<file path="src/rtl/subleq_mmio_bus.sv">
// subleq_mmio_bus: registered MMIO bridge between subleq_cpu and memory, with
// per-channel output FIFOs, a stalling input handshake and EOF-driven halt.

// Single-channel output FIFO; head word is forced to zero while empty.
module subleq_mmio_fifo #(
    parameter int W     = 16,
    parameter int DEPTH = 4
) (
    input  logic         clk,
    input  logic         areset,
    input  logic         push,
    input  logic [W-1:0] wdata,
    input  logic         pop_ready,
    output logic         valid,
    output logic         full,
    output logic [W-1:0] rdata
);
    localparam int AW = (DEPTH > 1) ? $clog2(DEPTH) : 1;

    logic [W-1:0]  mem [DEPTH];
    logic [AW-1:0] wr_ptr, rd_ptr;
    logic [AW:0]   count;
    logic          pop;

    assign valid = (count != '0);
    assign full  = (count == (AW+1)'(DEPTH));
    assign pop   = pop_ready & valid;
    assign rdata = valid ? mem[rd_ptr] : '0;

    // Pointers wrap naturally since DEPTH is a power of two.
    always_ff @(posedge clk or negedge areset) begin
        if (!areset) begin
            wr_ptr <= '0;
            rd_ptr <= '0;
            count  <= '0;
        end else begin
            if (push) wr_ptr <= wr_ptr + AW'(1);
            if (pop)  rd_ptr <= rd_ptr + AW'(1);
            case ({push, pop})
                2'b10:   count <= count + (AW+1)'(1);
                2'b01:   count <= count - (AW+1)'(1);
                default: count <= count;
            endcase
        end
    end

    // Storage array, no reset needed: reads are gated by valid.
    always_ff @(posedge clk) begin
        if (push) mem[wr_ptr] <= wdata;
    end
endmodule

module subleq_mmio_bus #(
    parameter int WORD_SIZE = 16,
    parameter int CHANNELS  = 2,
    parameter int OUT_DEPTH = 4
) (
    input  logic                          clk,
    input  logic                          areset,
    input  logic                          cpu_req,
    output logic                          cpu_ack,
    input  logic                          cpu_load,
    input  logic                          cpu_store,
    input  logic [WORD_SIZE-1:0]          cpu_addr,
    input  logic [WORD_SIZE-1:0]          cpu_wdata,
    output logic [WORD_SIZE-1:0]          cpu_rdata,
    output logic                          cpu_halt,
    output logic                          mem_req,
    input  logic                          mem_ack,
    output logic                          mem_load,
    output logic                          mem_store,
    output logic [WORD_SIZE-1:0]          mem_addr,
    output logic [WORD_SIZE-1:0]          mem_wdata,
    input  logic [WORD_SIZE-1:0]          mem_rdata,
    input  logic [CHANNELS-1:0]           in_valid,
    output logic [CHANNELS-1:0]           in_ready,
    input  logic [CHANNELS*WORD_SIZE-1:0] in_data,
    input  logic [CHANNELS-1:0]           in_eof,
    output logic [CHANNELS-1:0]           out_valid,
    input  logic [CHANNELS-1:0]           out_ready,
    output logic [CHANNELS*WORD_SIZE-1:0] out_data
);
    localparam int CW = (CHANNELS > 1) ? $clog2(CHANNELS) : 1;

    typedef enum logic [2:0] {IDLE, MEM, IN_WAIT, OUT_WAIT, ACK, HALT} state_t;

    state_t                               state, state_d;
    logic [WORD_SIZE-1:0]                 addr_q, wdata_q, rdata_q;
    logic                                 load_q, store_q;
    logic [CW-1:0]                        chan_q;
    logic [CHANNELS-1:0]                  push, fifo_full;
    logic [CHANNELS-1:0][WORD_SIZE-1:0]   in_words, out_words;

    // Channel c lives at the top of the address space: addr = all-ones - c,
    // so the bitwise inverse of the address is the channel index.
    logic [WORD_SIZE-1:0] inv_addr;
    logic                 is_io, op_store, op_load;

    assign inv_addr = ~cpu_addr;
    assign is_io    = (inv_addr < WORD_SIZE'(CHANNELS));
    assign op_store = cpu_store;
    assign op_load  = cpu_load & ~cpu_store;   // store wins when both set

    assign in_words  = in_data;
    assign out_data  = out_words;
    assign cpu_rdata = rdata_q;
    assign cpu_halt  = (state == HALT);
    assign mem_addr  = addr_q;
    assign mem_wdata = wdata_q;
    assign mem_load  = load_q;
    assign mem_store = store_q;

    // State register.
    always_ff @(posedge clk or negedge areset) begin
        if (!areset) state <= IDLE;
        else         state <= state_d;
    end

    // Next-state and handshake outputs.
    always_comb begin
        state_d  = state;
        cpu_ack  = 1'b0;
        mem_req  = 1'b0;
        in_ready = '0;
        push     = '0;
        case (state)
            IDLE: begin
                if (cpu_req) begin
                    if (!op_store && !op_load) state_d = ACK;
                    else if (is_io)            state_d = op_load ? IN_WAIT : OUT_WAIT;
                    else                       state_d = MEM;
                end
            end
            MEM: begin
                mem_req = 1'b1;
                if (mem_ack) state_d = ACK;
            end
            IN_WAIT: begin
                if (in_valid[chan_q]) begin
                    in_ready[chan_q] = 1'b1;
                    state_d          = ACK;
                end else if (in_eof[chan_q]) begin
                    state_d = HALT;
                end
            end
            OUT_WAIT: begin
                // A pop on the same channel this cycle frees the slot we need.
                if (!fifo_full[chan_q] || out_ready[chan_q]) begin
                    push[chan_q] = 1'b1;
                    state_d      = ACK;
                end
            end
            ACK: begin
                cpu_ack = 1'b1;
                state_d = IDLE;
            end
            HALT:    state_d = HALT;
            default: state_d = IDLE;
        endcase
    end

    // Request capture and load-data return register.
    always_ff @(posedge clk or negedge areset) begin
        if (!areset) begin
            addr_q  <= '0;
            wdata_q <= '0;
            rdata_q <= '0;
            load_q  <= 1'b0;
            store_q <= 1'b0;
            chan_q  <= '0;
        end else begin
            if (state == IDLE && cpu_req) begin
                addr_q  <= cpu_addr;
                wdata_q <= cpu_wdata;
                load_q  <= op_load;
                store_q <= op_store;
                chan_q  <= inv_addr[CW-1:0];
            end
            if (state == MEM && mem_ack && load_q) rdata_q <= mem_rdata;
            if (|in_ready)                         rdata_q <= in_words[chan_q];
        end
    end

    // One output FIFO per channel, all fed from the captured store data.
    for (genvar c = 0; c < CHANNELS; c++) begin : g_ch
        subleq_mmio_fifo #(.W(WORD_SIZE), .DEPTH(OUT_DEPTH)) u_fifo (
            .clk      (clk),
            .areset   (areset),
            .push     (push[c]),
            .wdata    (wdata_q),
            .pop_ready(out_ready[c]),
            .valid    (out_valid[c]),
            .full     (fifo_full[c]),
            .rdata    (out_words[c])
        );
    end
endmodule

</file>
<file path="config.mk">
export PLATFORM = sky130hd
export DESIGN_NAME = subleq_mmio_bus
export DESIGN_NICKNAME = d
export VERILOG_FILES = /design/src/rtl/subleq_mmio_bus.sv
export SDC_FILE = /design/constraint.sdc
export NUM_CORES = 1
export LEC_CHECK = 0
export ABC_AREA = 0
export CAP_MARGIN = 5
export CORE_MARGIN = 3
export CORE_UTILIZATION = 55
export CTS_CLUSTER_SIZE = 24
export DETAILED_ROUTE_END_ITERATION = 6
export PLACE_DENSITY = 0.84
export SYNTH_ARGS = -nofsm -noshare
export SYNTH_HDL_FRONTEND = slang
export SYNTH_HIERARCHICAL = 1
export SYNTH_SLANG_ARGS = --single-unit
</file>
<file path="constraint.sdc">
create_clock -name clk -period 4.9 [get_ports clk]
set_input_delay 0.98 -clock clk [delete_from_list [all_inputs] [get_ports clk]]
set_output_delay 0.98 -clock clk [all_outputs]
set_load 0.02 [all_outputs]
</file>
After elaboration in Yosys (flattened, before gate mapping) --
Memories as Yosys holds them, arrays and structs flattened. Cells that the tools add are included.
Word-level totals: input bits 92, memories kept 2, flip-flop bits (word level) 68, output and inout port bits 89, RAM bits 128
Cells by class: bitwise logic cells 5, $add $sub $neg 8, reductions and logical operators 17, mux-type cells 37, equality and inequality tests 15, magnitude comparators 3
Memory list:
- g_ch[0].u_fifo.mem | words 4, bits a word 16, read ports 1, clocked after memory_dff 0, write ports 1, RTL line 20 | logic [W-1:0] mem [DEPTH];
- g_ch[1].u_fifo.mem | words 4, bits a word 16, read ports 1, clocked after memory_dff 0, write ports 1, RTL line 20
Operators with widths (number):
- 16-bit 2-to-1 mux | 6
- 3-bit 2-to-1 mux | 6
- 16-bit by 2-bit < comparator with 1-bit output (second input constant) | 1
- 1-bit 2-to-1 mux | 16
- 16-bit inverter | 1
- 3-bit one-hot mux with 5 select lines | 1
- 3-bit == test (second input constant) | 4
- 3-bit one-hot mux with 2 select lines | 2
- 2-bit 2-to-1 mux | 5
- 2-bit by 1-bit adder with 2-bit output (second input constant) | 4
- 3-bit by 1-bit adder with 3-bit output (second input constant) | 2
- 3-bit by 2-bit == test with 1-bit output (second input constant) | 2
- 2-bit inequality test (second input constant) | 3
- 2-bit nonzero test | 3
- 3-bit nonzero test | 2
- 3-bit by 1-bit subtractor with 3-bit output (second input constant) | 2
- 1-bit logical AND | 5
- 2-bit by 1-bit == test with 1-bit output (second input constant) | 2
- 2-bit == test (second input constant) | 2
- 4-bit AND reduction | 1
- 1-bit AND | 3
- 3-bit by 1-bit == test with 1-bit output (second input constant) | 1
- 1-bit zero test | 3
- 3-bit zero test | 1
- 7 further kinds | 7

Longest topological paths before layout --
Gate-level depths: netlist (run 1).
depth in word-level cells 9, depth in mapped cells 11, depth with buffers taken out 11

By module --
The synthesis (run 1) kept the hierarchy.
Modules (own cells, without submodules):
- subleq_mmio_fifo | area each 2866.5 um2, sequential area each 2097.0 um2, cells each 139, instances 2
- subleq_mmio_bus | area each 2627.5 um2, sequential area each 1351.3 um2, cells each 213, instances 1

Worst setup path before layout (run 1) --
OpenSTA, ideal clock, no wires.
path kind input -> register, start in out_ready[1], end reg g_ch[1].u_fifo.count[2], required time 4.775 ns, library setup time 0.125 ns, arrival 2.376 ns, path slack 2.399 ns, buffers on the path 0, stages 9, cell sequence nor2b_1 nor3b_1 inv_1 ha_1 inv_1 fa_1 xor2_1 nor2_1 xor2_1
Between the ends: cells in the longest elaborated chain, start to end 7, elaborated cells between the ends (all ways) 10, classes of those cells 2 x eq/ne; 5 x mux; 1 x bitwise; 2 x reduce/logical
RTL lines:
- start: declaration | RTL line 80 | input logic [CHANNELS-1:0] out_ready,
- 1-bit 2-to-1 mux (not written as such) (*) (2 in series) | RTL line 148 | if (!fifo_full[chan_q] || out_ready[chan_q]) begin
- 1-bit logical OR (*) | RTL line 148
- 2-bit 2-to-1 mux (*) | RTL line 148
- 2-bit 2-to-1 mux (*) | RTL line 126 | case (state)
- named net push[1] | RTL line 91 | logic [CHANNELS-1:0] push, fifo_full;
- 2-bit by 1-bit == test with 1-bit output or 2-bit == test (tied branches) | RTL line 39 | case ({push, pop})
- 3-bit one-hot mux with 2 select lines or 2-bit nonzero test (tied branches)
- end signal: assignment | RTL line 40 | 2'b10: count <= count + (AW+1)'(1);
- end signal: assignment | RTL line 41 | 2'b01: count <= count - (AW+1)'(1);
- end signal: assignment | RTL line 42 | default: count <= count;
- end: declaration | RTL line 22 | logic [AW:0] count;
Mark *: on every way through the listed nets, which the timed path passes. The rest lies on a longest branch. The select of a mux whose other input is x is not followed. A chain may end at the register's enable or synchronous reset.

Worst setup path after layout (run 1) --
start reg g_ch[1].u_fifo.rd_ptr[0], end out out_data[20]
Between the ends: cells in the longest elaborated chain, start to end 2
RTL lines:
- start: declaration | RTL line 21 | logic [AW-1:0] wr_ptr, rd_ptr;
- start signal: assignment | RTL line 38 | if (pop) rd_ptr <= rd_ptr + AW'(1);
- memory 4 x 16 bit
- 16-bit 2-to-1 mux | RTL line 28 | assign rdata = valid ? mem[rd_ptr] : '0;
- end: declaration | RTL line 81 | output logic [CHANNELS*WORD_SIZE-1:0] out_data
Every way passes these cells.

==> results.toml, run 1 <==
[hold_path]
hp-class = "reg2reg"

[detailed_routing]
vias_per_cell = 5.62
wl_per_cell_um = 21.1
drtAntennaViolNets = 0
wl_met1_mm = 6.92
dr.pass1.iters = 4
wl_met2_mm = 9.12
drcViolationCount = 0
wl_met3_mm = 1.80
dr.first_iter.drc_count = 349
wl_mm = 18.2
top_layer_used = "met4"
via_count = 4858

[clocking]
clkLatencyLatePin_ps = 430
root_buffer = "clkbuf_16"
postCtsSetupBuffers = 0
path_clk_slew_ps = 70
cts_buffer_depth = 2
cts_resized = 0
cts_max_level = 4
cts_made_buffers = 17
numClockSinks = 196
tritoncts = "built"
holdBufCountCts = 0

[cells_and_area]
final_common_cell = "clkdlybuf4s50_1"
fin_nets = 771
synthToLayoutAreaGrowth_pct = 28.7
num-fill-cells = 900
final_cell_mix = "179 x clkdlybuf4s50_1, 128 x edfxtp_1, 68 x dfrtp_1"
final_area_mm2 = 0.0108
antenna_cells = 0
drive_above_1_share_pct = 15.1

[global_routing]
antenna_found_initial = 0
grt_pass1_wl_mm = 28.7
track_usage_pct = 23.3
grt_max_degree = 39
grt_pass1_vias = 5153
gr-total-overflow = 0

[place]
dp_hpwl_mm = 12.8
port_buffers = 180
routabilityCongestion = 0.809
placed_cell_area_mm2 = 0.0102

[logic_synthesis]
synth-xor-area-share_pct = 1.26
yosysTopAreaCellShare_pct = 46.0
synth_warnings = 6
syn-cell-area_mm2 = 0.00836
muxShareOfSynthArea_pct = 18.6
synthSimpleGateAreaFrac_pct = 6.84
ys_ff_latch = 196
yosys.area.top_type = "edfxtp_1"
ys_top_cells_by_area = "edfxtp_1 46%, dfrtp_1 20%, mux2_2 6.6%"
ys_types = 42
syn_nets = 595
synth-seq-area-share_pct = 66.3
syn_avg_cell_area_um2 = 17.0
synth_top_family_by_area = "multiplexers"
synth_compound_area_share_pct = 1.98
syn_inst = 491
synthAdderAreaFrac_pct = 1.98

[sta]
setup_violations = 0
slew_viol_final = 0
finalCritPeriodShare_pct = 77.7
layout_min_cycle_time_ps = 3810
final_hold_viol_count = 0
max_slew_margin_pct = 30.6
fmax_ghz = 0.263
clock_skew_ps = 6.60
tightest_slew_ps = 1040
fin_setup_tns_ps = 0
rsz0062_at_grt = "false"

[worst_setup_path]
critPathLaunchType = "flip-flop"
cpMaxStageDelayCell = "dfrtp_1"
cp-end-kind = "output pin"
critical_path_class = "reg2out"
cp_cell_sequence = "mux4_1, and2_1, clkdlybuf4s50_1"
arrival_ps = 2830
crit_path_max_incr_delay_ps = 1000
cp_data_required_time_ps = 3920
crit_fanout = 18

[power]
sw_frac_of_total_pct = 34.2
power_switching_mw = 2.18
p_leak_nw = 3.94
intPower_mw = 4.19
clockPowerShare_pct = 20.0
power_density_mw_per_mm2 = 591
power_frac_seq_pct = 41.7
pwr-share-comb_pct = 38.2
peakVddDrop_v = 0.000462

[run_status]
status = "completed"

[floorplan]
die_h_um = 129
die_w_um = 129
start_util_pct = 56.9
num_rows = 44
ios = 181
core_mm2 = 0.0147
die_area_mm2 = 0.0167

[flow_run]
drv_cap = 0
## power by group through the flow
stage	sequential [mW]	clock, mW	combinational [mW]
floorplan	2.67	0	1.33
global placement	2.66	0	2.40
detailed placement	2.70	0	2.45
CTS	2.67	1.30	2.46
global route	2.72	1.37	2.60
finish	2.66	1.27	2.43
## registers in the layout, summed over array words and instances (netlist names)
name / count
chan_q: 1
cpu_rdata: 16
g_ch.u_fifo/count: 6
g_ch.u_fifo/mem: 128
g_ch.u_fifo/rd_ptr: 4
g_ch.u_fifo/wr_ptr: 4
mem_addr: 16
mem_load: 1
mem_store: 1
mem_wdata: 16
state: 3
## logic make-up after synthesis
group                      after synthesis
DFF                                    196
muxes                                  102
and+or+nand+nor                         99
buffers and inverters                   41
AOI/OAI and AO/OA                       29
xor gates and xnor gates                12
adders and majority gates               12
## final cells by class
| type | instances | area (um^2) | area share, % |
|---|---|---|---|
| flip-flops and latches | 196 | 5550 | 51.5 |
| clock inverters | 13 | 100 | 0.930 |
| repair buffers | 183 | 1820 | 16.9 |
| clock buffers | 19 | 443 | 4.12 |
| well taps | 184 | 230 | 2.14 |
| multi-input cells | 254 | 2570 | 23.9 |
| inverters | 15 | 56.3 | 0.523 |
## per-stage QoR
step                hold WS [ps]  total power, mW  utilization [%]  setup WS [ps]  instances
finish                       486             6.36             73.2           1090        864
CTS                          491             6.43             73.2           1040        864
detailed placement           475             5.15             69.5           1470        832
global placement             463             5.05             69.5           1590        832
global route                 506             6.68             73.2            951        864
floorplan                    448             4.01                -           2400        491
## final timing paths
check	start	to	slack (ps)	cells past startpoint
setup / recovery	g_ch[1].u_fifo/rd_ptr[0]	out_data[20]	1090	3
hold / removal	cpu_rdata[5]	cpu_rdata[5]	490	2
setup reg to reg	state[2]	g_ch[1].u_fifo/mem[2][1]	2260	3
hold reg to reg	cpu_rdata[5]	cpu_rdata[5]	490	2
max in group asynchronous	areset	mem_wdata[11]	3300	2
min in group asynchronous	areset	mem_addr[15]	620	1
## synth_stat cells
cell	count
buf_2	13
a21oi_1	3
a31oi_1	1
nor2_1	6
buf_6	3
buf_12	3
xor2_1	8
xnor2_1	4
and2_1	43
nor2b_1	2
nor3b_1	5
nand4_1	3
fa_1	2
o32a_1	1
mux2i_1	20
mux2i_4	1
o211a_1	1
and3_1	3
mux2_2	49
o22ai_1	1
clkbuf_1	2
a311o_1	1
mux4_2	16
edfxtp_1	128
nand3_1	7
inv_1	15
nand2b_1	1
ha_1	10
mux4_1	16
dfrtp_1	68
o21ai_1	16
nor4_1	1
o21ai_0	4
buf_4	3
nor2_8	1
o211ai_1	1
or3_1	2
or3b_4	1
nand2_1	19
buf_1	2
nor3_1	3
nand3b_1	2
## worst max-delay path, delay by kind of cell (launching register included)
family,cells,cell delay (ps)
buf+inv,1,530
mux,1,670
simple gates,1,180
flops,1,1000
## routing by layer
metal  vias to the layer above  track usage [%]
met2                       215             38.0
met3                        22             9.48
met5                         -                0
met1                      2425             28.6
met4                         0             7.41
li1                       2196                -
Power figures use the tool's default switching activity.
==> inputs of run 2 (changes only) <==
--- a/config.mk
+++ b/config.mk
@@ -8,10 +8,10 @@
 export ABC_AREA = 0
 export CAP_MARGIN = 5
 export CORE_MARGIN = 3
-export CORE_UTILIZATION = 55
+export CORE_UTILIZATION = 46
 export CTS_CLUSTER_SIZE = 24
 export DETAILED_ROUTE_END_ITERATION = 6
-export PLACE_DENSITY = 0.84
+export PLACE_DENSITY = 0.74
 export SYNTH_ARGS = -nofsm -noshare
 export SYNTH_HDL_FRONTEND = slang
 export SYNTH_HIERARCHICAL = 1
==> constraint.sdc (replaced) <==
create_clock -name clk -period 3.25 [get_ports clk]
set_input_delay 0.65 -clock clk [delete_from_list [all_inputs] [get_ports clk]]
set_output_delay 0.65 -clock clk [all_outputs]
set_load 0.02 [all_outputs]
==> run 2 against run 1 <==
Net effect: first-iteration DRC count down 50%; utilization down 10 points; via count up 0.16%; wire length down 2.2%; die area up 19%; critical endpoint is now out_data[6]; largest power group is now combinational cells; highest routed layer unchanged.
==> results.toml, run 2 (synthesis results as in run 1) <==
[power]
power_density_mw_per_mm2 = 894
power_frac_seq_pct = 39.1
p_leak_nw = 4.05
peakVddDrop_v = 0.000608
clockPowerShare_pct = 21.4
sw_frac_of_total_pct = 33.6
intPower_mw = 6.53
power_switching_mw = 3.31
pwr-share-comb_pct = 39.5

[clocking]
postCtsSetupBuffers = 0
cts_max_level = 4
root_buffer = "clkbuf_16"
cts_made_buffers = 17
path_clk_slew_ps = 70
clkLatencyLatePin_ps = 420
tritoncts = "built"
holdBufCountCts = 0
cts_resized = 0
cts_buffer_depth = 2
numClockSinks = 196

[worst_setup_path]
cp_data_required_time_ps = 2600
worst-r2r-cell-count = 8
r2r_slack_ps = 910
crit_path_start = "g_ch[0].u_fifo/rd_ptr[0]"
critical_path_class = "reg2out"
timing.rr.end = "g_ch[0].u_fifo/count[2]"
crit_fanout = 12
cp-end-kind = "output pin"
critPathLaunchType = "flip-flop"
arrival_ps = 2500
crit-reg2reg-launch = "g_ch[0].u_fifo/count[0]"

[global_routing]
grt_max_degree = 69
grt_pass1_vias = 5219
antenna_found_initial = 0
grt_pass1_wl_mm = 28.5
track_usage_pct = 18.7
gr-total-overflow = 0

[sta]
tightest_slew_ps = 919
fin_setup_tns_ps = 0
layout_min_cycle_time_ps = 3150
max_slew_margin_pct = 38.7
rsz0062_at_grt = "false"
slew_viol_final = 0
clock_skew_ps = 9.89
fmax_ghz = 0.317
setup_violations = 0
final_hold_viol_count = 0
finalCritPeriodShare_pct = 96.9
setup_ws_ps = 100

[cells_and_area]
largest_reg_flops = 128
final_area_mm2 = 0.0110
drive_above_1_share_pct = 17.3
final_common_cell = "clkdlybuf4s50_1"
fin_nets = 786
antenna_cells = 0
largest-register = "g_ch.u_fifo/mem"
instances_no_fill = 920
final_cell_mix = "179 x clkdlybuf4s50_1, 128 x edfxtp_1, 68 x dfrtp_1"
synthToLayoutAreaGrowth_pct = 31.6

[hold_path]
hp-class = "in2async"

[place]
port_buffers = 180
placed_cell_area_mm2 = 0.0104
dp_hpwl_mm = 12.4
preCtsSetupSlack_ps = 549
dp.cells = 888
routabilityCongestion = 0.799

[detailed_routing]
drtAntennaViolNets = 0
dr.first_iter.drc_count = 176
drcViolationCount = 0
wl_mm = 17.8
vias_per_cell = 5.29
wl_per_cell_um = 19.3
via_count = 4866
dr.pass1.iters = 6

[floorplan]
die_w_um = 141
die_h_um = 141
die_area_mm2 = 0.0198
core_mm2 = 0.0175
ios = 181
num_rows = 48
start_util_pct = 47.7

[flow_run]
drv_cap = 0

[run_status]
status = "completed"
==> run 2: cell count changes in the layout (fill, tap and decap cells not counted), sizes merged <==
cell	delta
buf	+15
bufinv	+2
clkbuf	-1
clkinv	-4
clkinvlp	-1
inv	+4
==> run 2: worst max path at each step <==
stage                               to  depth (start not counted)  slack (ps)
6_report                   out_data[6]                          4         100
4_1_cts                    out_data[6]                          4          70
2_1_floorplan  g_ch[1].u_fifo/count[2]                         10         950
3_3_place_gp               in_ready[0]                          3         590
5_1_grt                    out_data[7]                          4          10
3_5_place_dp               out_data[6]                          4         550
==> run 2: per-stage QoR <==
stage / utilization (%) / hold WS [ps] / power (mW)
floorplan: - / 354 / 6.04
global placement: 59.3 / 464 / 7.69
detailed placement: 59.3 / 475 / 7.82
CTS: 62.7 / 380 / 9.94
global route: 62.7 / 397 / 10.3
finish: 62.7 / 327 / 9.84
==> run 2: final cells by class <==
type	instances	area, um^2
Fill cell	1270	6540
Sequential cell	196	5550
Multi-Input combinational cell	254	2570
Timing Repair Buffer	198	1950
Tap cell	225	282
Clock buffer	18	439
Clock inverter	14	164
Inverter	15	56.3
==> run 2: power by group through the flow <==
stage	Sequential, mW	Clock [mW]	Combinational, mW
2_1_floorplan	4.03	0	2.01
3_3_place_gp	3.85	0	3.84
3_5_place_dp	3.90	0	3.92
4_1_cts	3.86	2.15	3.94
5_1_grt	3.93	2.26	4.15
6_report	3.85	2.11	3.88
==> run 2: worst max-delay path, stage by stage, from the launching register on <==
cell and delay [ps]:
dfrtp_1 570, buf_12 210, mux4_1 580, and2_1 180
clkdlybuf4s50_1 530
==> run 2: routing by layer <==
metal	track usage, %	up-vias	part of all wire [%]
met3	6.61	13	7.8
met1	23.5	2425	41
met4	5.05	0	1.2
met5	0	-	0
li1	-	2231	-
met2	31.1	197	50
==> inputs of run 3 (changes only) <==
--- a/config.mk
+++ b/config.mk
@@ -7,6 +7,7 @@
 export LEC_CHECK = 0
 export ABC_AREA = 0
 export CAP_MARGIN = 5
+export CORE_ASPECT_RATIO = 0.5
 export CORE_MARGIN = 3
 export CORE_UTILIZATION = 46
 export CTS_CLUSTER_SIZE = 24
==> run 3 against run 2 <==
Net effect: cell count increased by 1.1%; critical path depth unchanged; non-clock buffer count increased by 1; largest power group unchanged.
==> results.toml, run 3 (synthesis results as in run 1) <==
[run_status]
status = "completed"

[worst_setup_path]
timing.rr.end = "g_ch[1].u_fifo/count[2]"
worst-r2r-cell-count = 8
crit_path_max_incr_delay_ps = 600
crit_fanout = 12
arrival_ps = 2340
crit_path_start = "g_ch[1].u_fifo/rd_ptr[0]"
critPathLaunchType = "flip-flop"
crit-reg2reg-launch = "g_ch[1].u_fifo/count[2]"
cp-end-kind = "output pin"
critical_path_class = "reg2out"
cp-endpoint = "out_data[31]"
cp_data_required_time_ps = 2600
cpMaxStageDelayCell = "mux4_1"
r2r_slack_ps = 930
cp_cell_sequence = "buf_4, mux4_1, and2_1, clkdlybuf4s50_1"

[global_routing]
grt_pass1_wl_mm = 28.0
grt_max_degree = 69
grt_pass1_vias = 5210
gr-total-overflow = 0
track_usage_pct = 18.4
antenna_found_initial = 0

[power]
intPower_mw = 6.45
power_frac_seq_pct = 39.1
clockPowerShare_pct = 21.3
peakVddDrop_v = 0.000409
pwr-share-comb_pct = 39.6
p_leak_nw = 4.05
power_density_mw_per_mm2 = 887
sw_frac_of_total_pct = 34.0
power_switching_mw = 3.31

[detailed_routing]
drcViolationCount = 0
dr.pass1.iters = 4
drtAntennaViolNets = 0
vias_per_cell = 5.15
wl_mm = 17.5
wl_per_cell_um = 18.8
via_count = 4794
dr.first_iter.drc_count = 184

[clocking]
numClockSinks = 196
clkLatencyLatePin_ps = 430
root_buffer = "clkbuf_16"
cts_buffer_depth = 2
tritoncts = "built"
cts_made_buffers = 17
holdBufCountCts = 0
cts_max_level = 4
postCtsSetupBuffers = 0
cts_resized = 0
path_clk_slew_ps = 70

[floorplan]
num_rows = 34
die_w_um = 197
ios = 181
die_area_mm2 = 0.0199
core_mm2 = 0.0176
die_h_um = 101
start_util_pct = 47.6

[cells_and_area]
final_core_util_pct = 62.6
fin_nets = 787
drive_above_1_share_pct = 17.2
synthToLayoutAreaGrowth_pct = 31.6
register_area_mm2 = 0.00555
final_cell_mix = "179 x clkdlybuf4s50_1, 128 x edfxtp_1, 68 x dfrtp_1"
largest_reg_flops = 128
multi_input_area_mm2 = 0.00257
instances_no_fill = 930
final_area_mm2 = 0.0110
antenna_cells = 0
num-fill-cells = 1316
final_common_cell = "clkdlybuf4s50_1"
largest-register = "g_ch.u_fifo/mem"

[sta]
finalCritPeriodShare_pct = 92.0
slew_viol_final = 0
max_slew_margin_pct = 37.7
final_hold_viol_count = 0
hold_ws_ps = 357
fmax_ghz = 0.334
clock_skew_ps = 13.9
layout_min_cycle_time_ps = 2990
tightest_slew_ps = 934
rsz0062_at_grt = "false"
fin_setup_tns_ps = 0
setup_violations = 0

[place]
routabilityCongestion = 0.740
placed_cell_area_mm2 = 0.0104
dp_hpwl_mm = 12.1
port_buffers = 180
dp.cells = 898

[hold_path]
hp-class = "in2async"

[flow_run]
drv_cap = 0
## run 3: cell count changes in the layout (fill, tap and decap cells not counted), moves of 2 or more
| cell | delta |
|---|---|
| buf_4 | +2 |
| inv_6 | -3 |
| clkinv_4 | +2 |
| clkinv_8 | +3 |
## run 3: metrics by stage
step / power [mW] / setup WS, ps
floorplan: 6.04 / 950
global placement: 7.71 / 623
detailed placement: 7.79 / 531
CTS: 9.90 / 214
global route: 10.3 / 161
finish: 9.76 / 260
## run 3: worst min-delay path by stage
stage,from,to,slack (ps)
final,areset,cpu_rdata[10],360
after global routing,areset,cpu_rdata[10],430
after CTS,areset,cpu_rdata[10],400
after detailed placement,cpu_rdata[7],cpu_rdata[7],470
after global placement,g_ch[0].u_fifo/count[2],g_ch[0].u_fifo/count[2],470
after floorplan,areset,chan_q,350
## run 3: worst max-delay path: cells and delay by family, from the launching register on
| family | cells | cell delay (ps) |
|---|---|---|
| flops | 1 | 350 |
| mux | 1 | 600 |
| simple gates | 1 | 180 |
| buf+inv | 2 | 790 |
## run 3: power by group through the flow
stage | clock, mW | combinational, mW | sequential (mW)
2_1_floorplan | 0 | 2.01 | 4.03
3_3_place_gp | 0 | 3.88 | 3.84
3_5_place_dp | 0 | 3.92 | 3.87
4_1_cts | 2.14 | 3.94 | 3.83
5_1_grt | 2.25 | 4.16 | 3.91
6_report | 2.08 | 3.87 | 3.81
## run 3: cell type report
type | count | area share [%]
timing repair buffer | 199 | 17.7
clock inverter | 14 | 1.54
inverter | 15 | 0.512
clock buffer | 18 | 3.90
tap | 234 | 2.66
multi-input combinational | 254 | 23.3
sequential | 196 | 50.4
## run 3: metal layers
| layer | vias to the layer above | global-route usage (%) | share of wire, % |
|---|---|---|---|
| li1 | 2233 | - | - |
| met1 | 2417 | 22.7 | 42 |
| met2 | 128 | 31.9 | 49 |
| met4 | 0 | 5.42 | 1.3 |
| met5 | - | 0 | 0 |
| met3 | 16 | 6.02 | 7.0 |
